--- config.mk ---
export PLATFORM = sky130hd
export DESIGN_NAME = pipe_word_serializer
export DESIGN_NICKNAME = d
export VERILOG_FILES = /design/src/rtl/pipe_word_serializer_pkg.sv /design/src/rtl/pipe_word_serializer_fifo.sv /design/src/rtl/pipe_word_serializer.sv
export SDC_FILE = /design/constraint.sdc
export NUM_CORES = 1
export LEC_CHECK = 0
export ABC_AREA = 1
export CORE_ASPECT_RATIO = 0.7
export CORE_MARGIN = 5
export CORE_UTILIZATION = 35
export CTS_CLUSTER_DIAMETER = 120
export DETAILED_ROUTE_END_ITERATION = 7
export REMOVE_ABC_BUFFERS = 1
export SLEW_MARGIN = 20
export SYNTH_ARGS = -nofsm -noshare
export SYNTH_HDL_FRONTEND = slang
export SYNTH_SLANG_ARGS = --single-unit
--- constraint.sdc ---
create_clock -name CLK -period 10.6 [get_ports CLK]
set_input_delay 3.18 -clock CLK [delete_from_list [all_inputs] [get_ports CLK]]
set_output_delay 3.18 -clock CLK [all_outputs]
set_load 0.005 [all_outputs]
--- src/rtl/pipe_word_serializer_pkg.sv ---
// Shared constants, state encoding and word-select helpers for pipe_word_serializer.
// Optional header words are enabled by defining SERIALIZER_HEADER_EN.
package pipe_word_serializer_pkg;

  localparam int unsigned WORD_W        = 32;
  localparam int unsigned MSG_W         = 96;
  localparam int unsigned WORDS_PER_MSG = 3;
  localparam logic [7:0]  HDR_LEN       = 8'd3;

  typedef enum logic [1:0] {
    ST_IDLE = 2'd0,
`ifdef SERIALIZER_HEADER_EN
    ST_HDR  = 2'd1,
`endif
    ST_DATA = 2'd2
  } state_t;

  // Select one 32-bit slice of a message, lowest slice first.
  function automatic logic [WORD_W-1:0] msg_word(input logic [MSG_W-1:0] msg,
                                                 input logic [1:0]       idx);
    logic [WORD_W-1:0] w;
    case (idx)
      2'd0:    w = msg[31:0];
      2'd1:    w = msg[63:32];
      default: w = msg[95:64];
    endcase
    return w;
  endfunction

`ifdef SERIALIZER_HEADER_EN
  // Header word: sequence number, reserved byte, payload length in words.
  function automatic logic [WORD_W-1:0] hdr_word(input logic [15:0] seq);
    return {seq, 8'h00, HDR_LEN};
  endfunction
`endif

endpackage

--- src/rtl/pipe_word_serializer_fifo.sv ---
// Message FIFO for pipe_word_serializer: power-of-two depth, wrapping pointers.
// The head output looks one entry ahead while pop is asserted, so the
// consumer can load the next message's first word on the popping edge.
module msg_fifo #(
  parameter int unsigned DEPTH = 2,
  parameter int unsigned WIDTH = 96
) (
  input  logic                     clk,
  input  logic                     rst,
  input  logic                     push,
  input  logic                     pop,
  input  logic [WIDTH-1:0]         wdata,
  output logic                     full,
  output logic                     empty,
  output logic [$clog2(DEPTH):0]   count,
  output logic [WIDTH-1:0]         head
);

  localparam int unsigned AW = $clog2(DEPTH);
  localparam int unsigned CW = AW + 1;

  logic [WIDTH-1:0] mem [DEPTH];
  logic [AW-1:0]    rd_ptr;
  logic [AW-1:0]    wr_ptr;

  // Storage write; contents need no reset since count gates all reads.
  always_ff @(posedge clk) begin
    if (push) mem[wr_ptr] <= wdata;
  end

  // Pointer and occupancy bookkeeping.
  always_ff @(posedge clk or posedge rst) begin
    if (rst) begin
      rd_ptr <= '0;
      wr_ptr <= '0;
      count  <= '0;
    end else begin
      if (push) wr_ptr <= wr_ptr + AW'(1);
      if (pop)  rd_ptr <= rd_ptr + AW'(1);
      case ({push, pop})
        2'b10:   count <= count + CW'(1);
        2'b01:   count <= count - CW'(1);
        default: count <= count;
      endcase
    end
  end

  // Status flags and head view.
  always_comb begin
    full  = (count == CW'(DEPTH));
    empty = (count == '0);
    head  = pop ? mem[rd_ptr + AW'(1)] : mem[rd_ptr];
  end

endmodule

--- src/rtl/pipe_word_serializer.sv ---
// Serializes 96-bit messages into three 32-bit words, lowest slice first.
// Define SERIALIZER_HEADER_EN to prefix each message with a sequence header word.
module pipe_word_serializer
  import pipe_word_serializer_pkg::*;
#(
  parameter int unsigned DEPTH = 2
) (
  input  logic                   CLK,
  input  logic                   nRST,
  input  logic                   enq__ENA,
  input  logic [95:0]            enq_v,
  output logic                   enq__RDY,
  output logic                   word__ENA,
  output logic [31:0]            word_v,
  input  logic                   word__RDY,
  output logic [$clog2(DEPTH):0] level
);

  localparam int unsigned CW       = $clog2(DEPTH) + 1;
  localparam logic [1:0]  LAST_IDX = 2'(WORDS_PER_MSG - 1);

  state_t            state;
  logic [1:0]        idx;
  logic              rdy_en;
  logic              full;
  logic              empty;
  logic [MSG_W-1:0]  head;
  logic              push;
  logic              pop;
`ifdef SERIALIZER_HEADER_EN
  logic [15:0]       seq;
`endif

  // Accept and pop strobes.
  always_comb begin
    push     = enq__ENA && enq__RDY;
    pop      = word__ENA && word__RDY && (state == ST_DATA) && (idx == LAST_IDX);
    enq__RDY = rdy_en && !full;
  end

  msg_fifo #(
    .DEPTH (DEPTH),
    .WIDTH (MSG_W)
  ) u_fifo (
    .clk   (CLK),
    .rst   (nRST),
    .push  (push),
    .pop   (pop),
    .wdata (enq_v),
    .full  (full),
    .empty (empty),
    .count (level),
    .head  (head)
  );

  // Holds enq__RDY low during reset; it rises on the first edge after release.
  always_ff @(posedge CLK or posedge nRST) begin
    if (nRST) rdy_en <= 1'b0;
    else      rdy_en <= 1'b1;
  end

  // Serializer FSM with registered word outputs.
  always_ff @(posedge CLK or posedge nRST) begin
    if (nRST) begin
      state     <= ST_IDLE;
      idx       <= '0;
      word__ENA <= 1'b0;
      word_v    <= '0;
`ifdef SERIALIZER_HEADER_EN
      seq       <= '0;
`endif
    end else begin
      case (state)
        ST_IDLE: begin
          if (!empty) begin
            idx       <= '0;
            word__ENA <= 1'b1;
`ifdef SERIALIZER_HEADER_EN
            state     <= ST_HDR;
            word_v    <= hdr_word(seq);
`else
            state     <= ST_DATA;
            word_v    <= msg_word(head, 2'd0);
`endif
          end
        end
`ifdef SERIALIZER_HEADER_EN
        ST_HDR: begin
          if (word__RDY) begin
            seq    <= seq + 16'd1;
            state  <= ST_DATA;
            idx    <= '0;
            word_v <= msg_word(head, 2'd0);
          end
        end
`endif
        ST_DATA: begin
          if (word__RDY) begin
            if (idx == LAST_IDX) begin
              idx <= '0;
              // level still counts the popping entry, so >1 means another is queued.
              if (level > CW'(1)) begin
`ifdef SERIALIZER_HEADER_EN
                state  <= ST_HDR;
                word_v <= hdr_word(seq);
`else
                word_v <= msg_word(head, 2'd0);
`endif
              end else begin
                state     <= ST_IDLE;
                word__ENA <= 1'b0;
                word_v    <= '0;
              end
            end else begin
              idx    <= idx + 2'd1;
              word_v <= msg_word(head, idx + 2'd1);
            end
          end
        end
        default: begin
          state     <= ST_IDLE;
          word__ENA <= 1'b0;
        end
      endcase
    end
  end

endmodule

; After elaboration in Yosys (flattened, before gate mapping)
; Memory sizes are Yosys's and may differ from the RTL's.
; Cells that the tools add are included.
[totals]
regBits = 42
mem_bits_rw = 192
input_bits = 100
output_inout_bits = 36
wordCells = 62
mem_count = 1
[classes]
addsub = 5
order_cmp = 1
n_eq_ne = 10
n_mux = 24
reduce_logical = 13
[memory_table]
columns = memory, words, word_bits, rd, rd_ports_with_merged_regs, wr, line_no
row1 = u_fifo.mem, 2, 96, 2, 0, 1, pipe_word_serializer_fifo.sv:22  ; logic [WIDTH-1:0] mem [DEPTH];
[op_table]
columns = cell, count
row1 = $mux W32, 4
row2 = $pmux W32 S2, 2
row3 = $mux W96, 1
row4 = $mux W2, 7
row5 = $pmux W2 S2, 3
row6 = $eq A2 B2 Y1 const B, 4
row7 = $logic_not A2 Y1, 3
row8 = $mux W1, 6
row9 = $ne A2 B2 Y1 const B, 3
row10 = $logic_and A1 B1 Y1, 5
row11 = $add A2 B1 Y2 const B, 2
row12 = $eq A2 B1 Y1 const B, 2
row13 = $reduce_and A4 Y1, 1
row14 = $reduce_bool A2 Y1, 2
row15 = $reduce_and A3 Y1, 1
row16 = $add A1 B1 Y1 const B, 2
row17 = $gt A2 B1 Y1 const B, 1
row18 = $ne A2 B1 Y1 const B, 1
row19 = $pmux W1 S2, 1
row20 = $sub A2 B1 Y2 const B, 1
row21 = $logic_not A1 Y1, 1

; Longest topological paths before layout
[logic_depth]
word_depth = 8
ltp_mapped = 13
mapped_depth_nobuf = 12

; Modules after synthesis
; From an unflattened synthesis, not the netlist that was laid out.
[hier_totals]
cells_unflattened = 979
area_unflattened_um2 = 10012.1
[by_module_without_submodules]
columns = module, instances, cells_each, area_each_um2, seq_area_each_um2
row1 = msg_fifo, 1, 539, 7375.8, 5865.6
row2 = pipe_word_serializer, 1, 440, 2636.3, 900.9

; Worst setup path after synthesis
; Ideal clock, no wire load.
[synth_path]
path_type = input to register
start = input port enq__ENA
end = memory u_fifo.mem[0][0] (enable)
setup_time_ns = 0.552
t_arrival_ns = 7.294
required_time_ns = 10.048
slack_ns = 2.754
stages = 2
n_path_buf = 0
path_cell_list = nand2_1 -> nor2_1
[synth_via]
elab_chain_len = 3
[synth_rtl]
columns = element, line_no
row1 = from (decl), pipe_word_serializer.sv:10  ; input logic enq__ENA,
row2 = $logic_and A1 B1 Y1, pipe_word_serializer.sv:36  ; push = enq__ENA && enq__RDY;
row3 = $mux W1, pipe_word_serializer_fifo.sv:28  ; if (push) mem[wr_ptr] <= wdata;
row4 = $mux W1 (implied by the code), pipe_word_serializer_fifo.sv:28
row5 = to (decl), pipe_word_serializer_fifo.sv:22
; Every way passes these cells.

; Final worst setup path
[layout_path]
start = input port enq__ENA
end = memory u_fifo.mem[0][12] (enable)
; The elaborated chain is that of the path after synthesis.

==> impl_results.md <==
* Netlist cell types at 25
* Hold WC Path Type: flip-flop to flip-flop
* Vias/cell at 4.78
* Sequential fraction of the synthesis area at 55.4%
* Synthesis Warnings at 0
* Ports at 136
* Hold Buf Count CTS at 0
* Setup Skew at 0.00985 ns
* Pre-antenna DRT Iters at 5
* Initial antenna violation count at 0
* Clock Latency Late Sink at 0.53 ns
* Num rows at 57
* Vias in the first global route at 9656
* Power density over cell area at 264 nW/um^2
* Clk buf depth at 3
* Setup Viol. Count Final at 0
* CTS Buf Count at 25
* Top post-synthesis cells by area: edfxtp_1, nand2_1, dfrtp_1
* CTS resizes at 0
* Gate Count Post-Synth at 1517
* Utilization after layout at 42.1%
* CTS H-tree lvls at 1
* Final Wtd Congestion at 0.770
* Critical Path Sink Type: flip-flop
* Post-Place Cell Area at 13800 sq um
* Peak VDD IR at 0.000144 V
* Crit. Startpoint: enq__ENA
* Max_slew headroom at 28.5%
* Max Clk Rate at 0.185 GHz
* # DRC at 0
* Clock Sink Count at 232
* Status: finished, final reports clean
* Critical Path RT at 10.74 ns
* Slowest stage delay, CP at 0.93 ns
* Overflow after GRT at 0
* DPL Wire Length at 18700 um
* Final-layout fill cell count at 3384
* RSZ-0062 raised after global routing: false
* Avg Cell Area, Syn at 8.04 sq um
* Post-route cell area at 14600 sq um
* Main synth FF type: edfxtp_1
* Hold Crit Start: u_fifo.count[0]$_DFFE_PP0P_
* Multi-input logic area at 4460 sq um
* Final wirelength at 33500 um
* Worst-margin pin slew at 1.07 ns
* Crit-path cells: clkdlybuf4s50_1 > nand2_1 > nor2_4 > buf_4
* Global-route wire length before repair at 52900 um
* Crit share post-route at 51.1%
* Hold Vio Cnt, Final at 0
* Initial core utilization at 35.3%
* Number of max-cap violations at 0
* Share of cells above drive strength 1 at 3.58%
* CP Launch Type: primary input
* Crit path DAT at 5.56 ns
* Die height at 166 um
* Chip width at 233 um
* Post-synth EDFFs at 192
* Synth area leader: edfxtp_1
* Most instantiated cells after synthesis: nand2_1, edfxtp_1, inv_1, nand3_1, o21ai_0
* CTS tree: done
* Post-route ant nets at 0
* Count leader, synth: nand2_1
* Reg clk slew, reported paths at 0.06 ns
* Post-CTS Setup Bufs at 0
* FF+latch area at 6770 sq um
* Input/output buffers at 135
* Critical path fanouts, max at 70
* Final min period at 5.42 ns
* Syn-to-layout area delta at 19.4%
* Largest net degree at the start of global routing at 124
* Slowest cell on crit path: buf_4
* FF+latch count, synth at 232
* Drt initial violations at 853
* Asr flop ratio synth at 17.2%
* Top-area cell type share of the netlist area at 47.2%
* Setup TNS at 0 ns
* RR Startpoint: u_fifo.count[0]$_DFFE_PP0P_
* Post-Syn Area at 12200 sq um
* Core area at 34600 sq um
* Crit path kind: primary input to flip-flop
* Routed wire per std cell at 16.0 um
* Total global-route track usage at 17.0%
* N_diodes at 0
* Root Driver: clkbuf_16
* Routed vias at 10.0k
* Die area at 38800 sq um
* Leak pwr at 6.50 nW
* Slew Viols, Final at 0
* Final #Nets at 1711
-- cell families (layout without fill, tap and decap cells) --
group	count (synthesis)	after routing	synth area share (%)
AND/OR/NAND/NOR	907	907	29.1
flip-flops	232	232	55.4
buffers and inverters	230	333	8.30
AO/OA/AOI/OAI	134	134	5.95
adder cells (fa/ha/maj)	9	9	0.923
XOR/XNOR	4	4	0.287
other	1	1	0.0307
-- final timing paths --
kind                                               end  slack [ns]  cells past startpoint
max                        u_fifo.mem[0][12]$_DFFE_PP_        5.18                      4
min                        u_fifo.count[0]$_DFFE_PP0P_        0.52                      1
max reg2reg                u_fifo.mem[0][12]$_DFFE_PP_        7.45                      6
min reg2reg                u_fifo.count[0]$_DFFE_PP0P_        0.52                      1
max in group asynchronous    u_fifo.rd_ptr$_DFFE_PP0N_        6.90                      3
min in group asynchronous        word_v[4]$_DFFE_PP0P_        3.17                      3
-- metrics by stage --
step | setup WS [ns] | power [mW] | std cells | hold WS [ns]
after global placement | 4.47 | 3.01 | 2046 | 0.509
after floorplan | 2.75 | 2.42 | 1429 | 0.502
after detailed placement | 4.57 | 3.04 | 2047 | 0.515
after global routing | 5.04 | 4.17 | 2092 | 0.558
after CTS | 5.14 | 3.88 | 2092 | 0.528
final | 5.18 | 3.85 | 2092 | 0.523
-- state kept, by name, indices dropped and copies added, names as in the netlist --
register and count:
rdy_en 1, word__ENA 1, u_fifo.rd_ptr 1, u_fifo.mem 192
u_fifo.wr_ptr 1, u_fifo.count 2, word_v 32, idx 2
-- routing by layer --
layer | track usage [%] | vias to the layer above | part of all wire (%)
li1 | - | 4996 | -
met1 | 24.5 | 4617 | 46
met2 | 26.8 | 344 | 44
met3 | 3.64 | 53 | 8.0
met4 | 3.49 | 0 | 2.1
met5 | 0 | - | 0
-- power breakdown --
group	switching (mW)	leakage, nW	total, mW	internal [mW]
combinational	1.10	3.91	1.70	0.592
clock	0.344	0.366	0.818	0.474
sequential	0.152	2.23	1.33	1.18
total	1.60	6.50	3.85	2.25
-- layout make-up --
type / instances / share of cell area [%]
well taps: 472 / 4.05
repair buffers: 146 / 10.0
flip-flops and latches: 232 / 46.5
multi-input cells: 1055 / 30.6
inverters: 142 / 3.70
clock inverters: 6 / 0.361
clock buffers: 39 / 4.79
-- placed cells by master (no fill, tap or decap), types with 3 or more instances in the layout --
master and count:
o21ai_0 68, nand2_1 768, inv_1 137, buf_6 4, edfxtp_1 192, clkinv_2 4
buf_4 6, inv_2 3, dfrtp_1 39, nor2_1 33, clkdlybuf4s50_1 135, nand3_1 101
a21oi_1 32, ha_1 6, ha_2 3, clkbuf_1 12, clkbuf_16 25, a31oi_1 32
nor2_4 3
-- critical path: cells and delay by family --
family / cells / cell delay (ns)
buf+inv: 2 / 1.39
simple gates: 2 / 0.90
(Power assumes the default switching activity.)
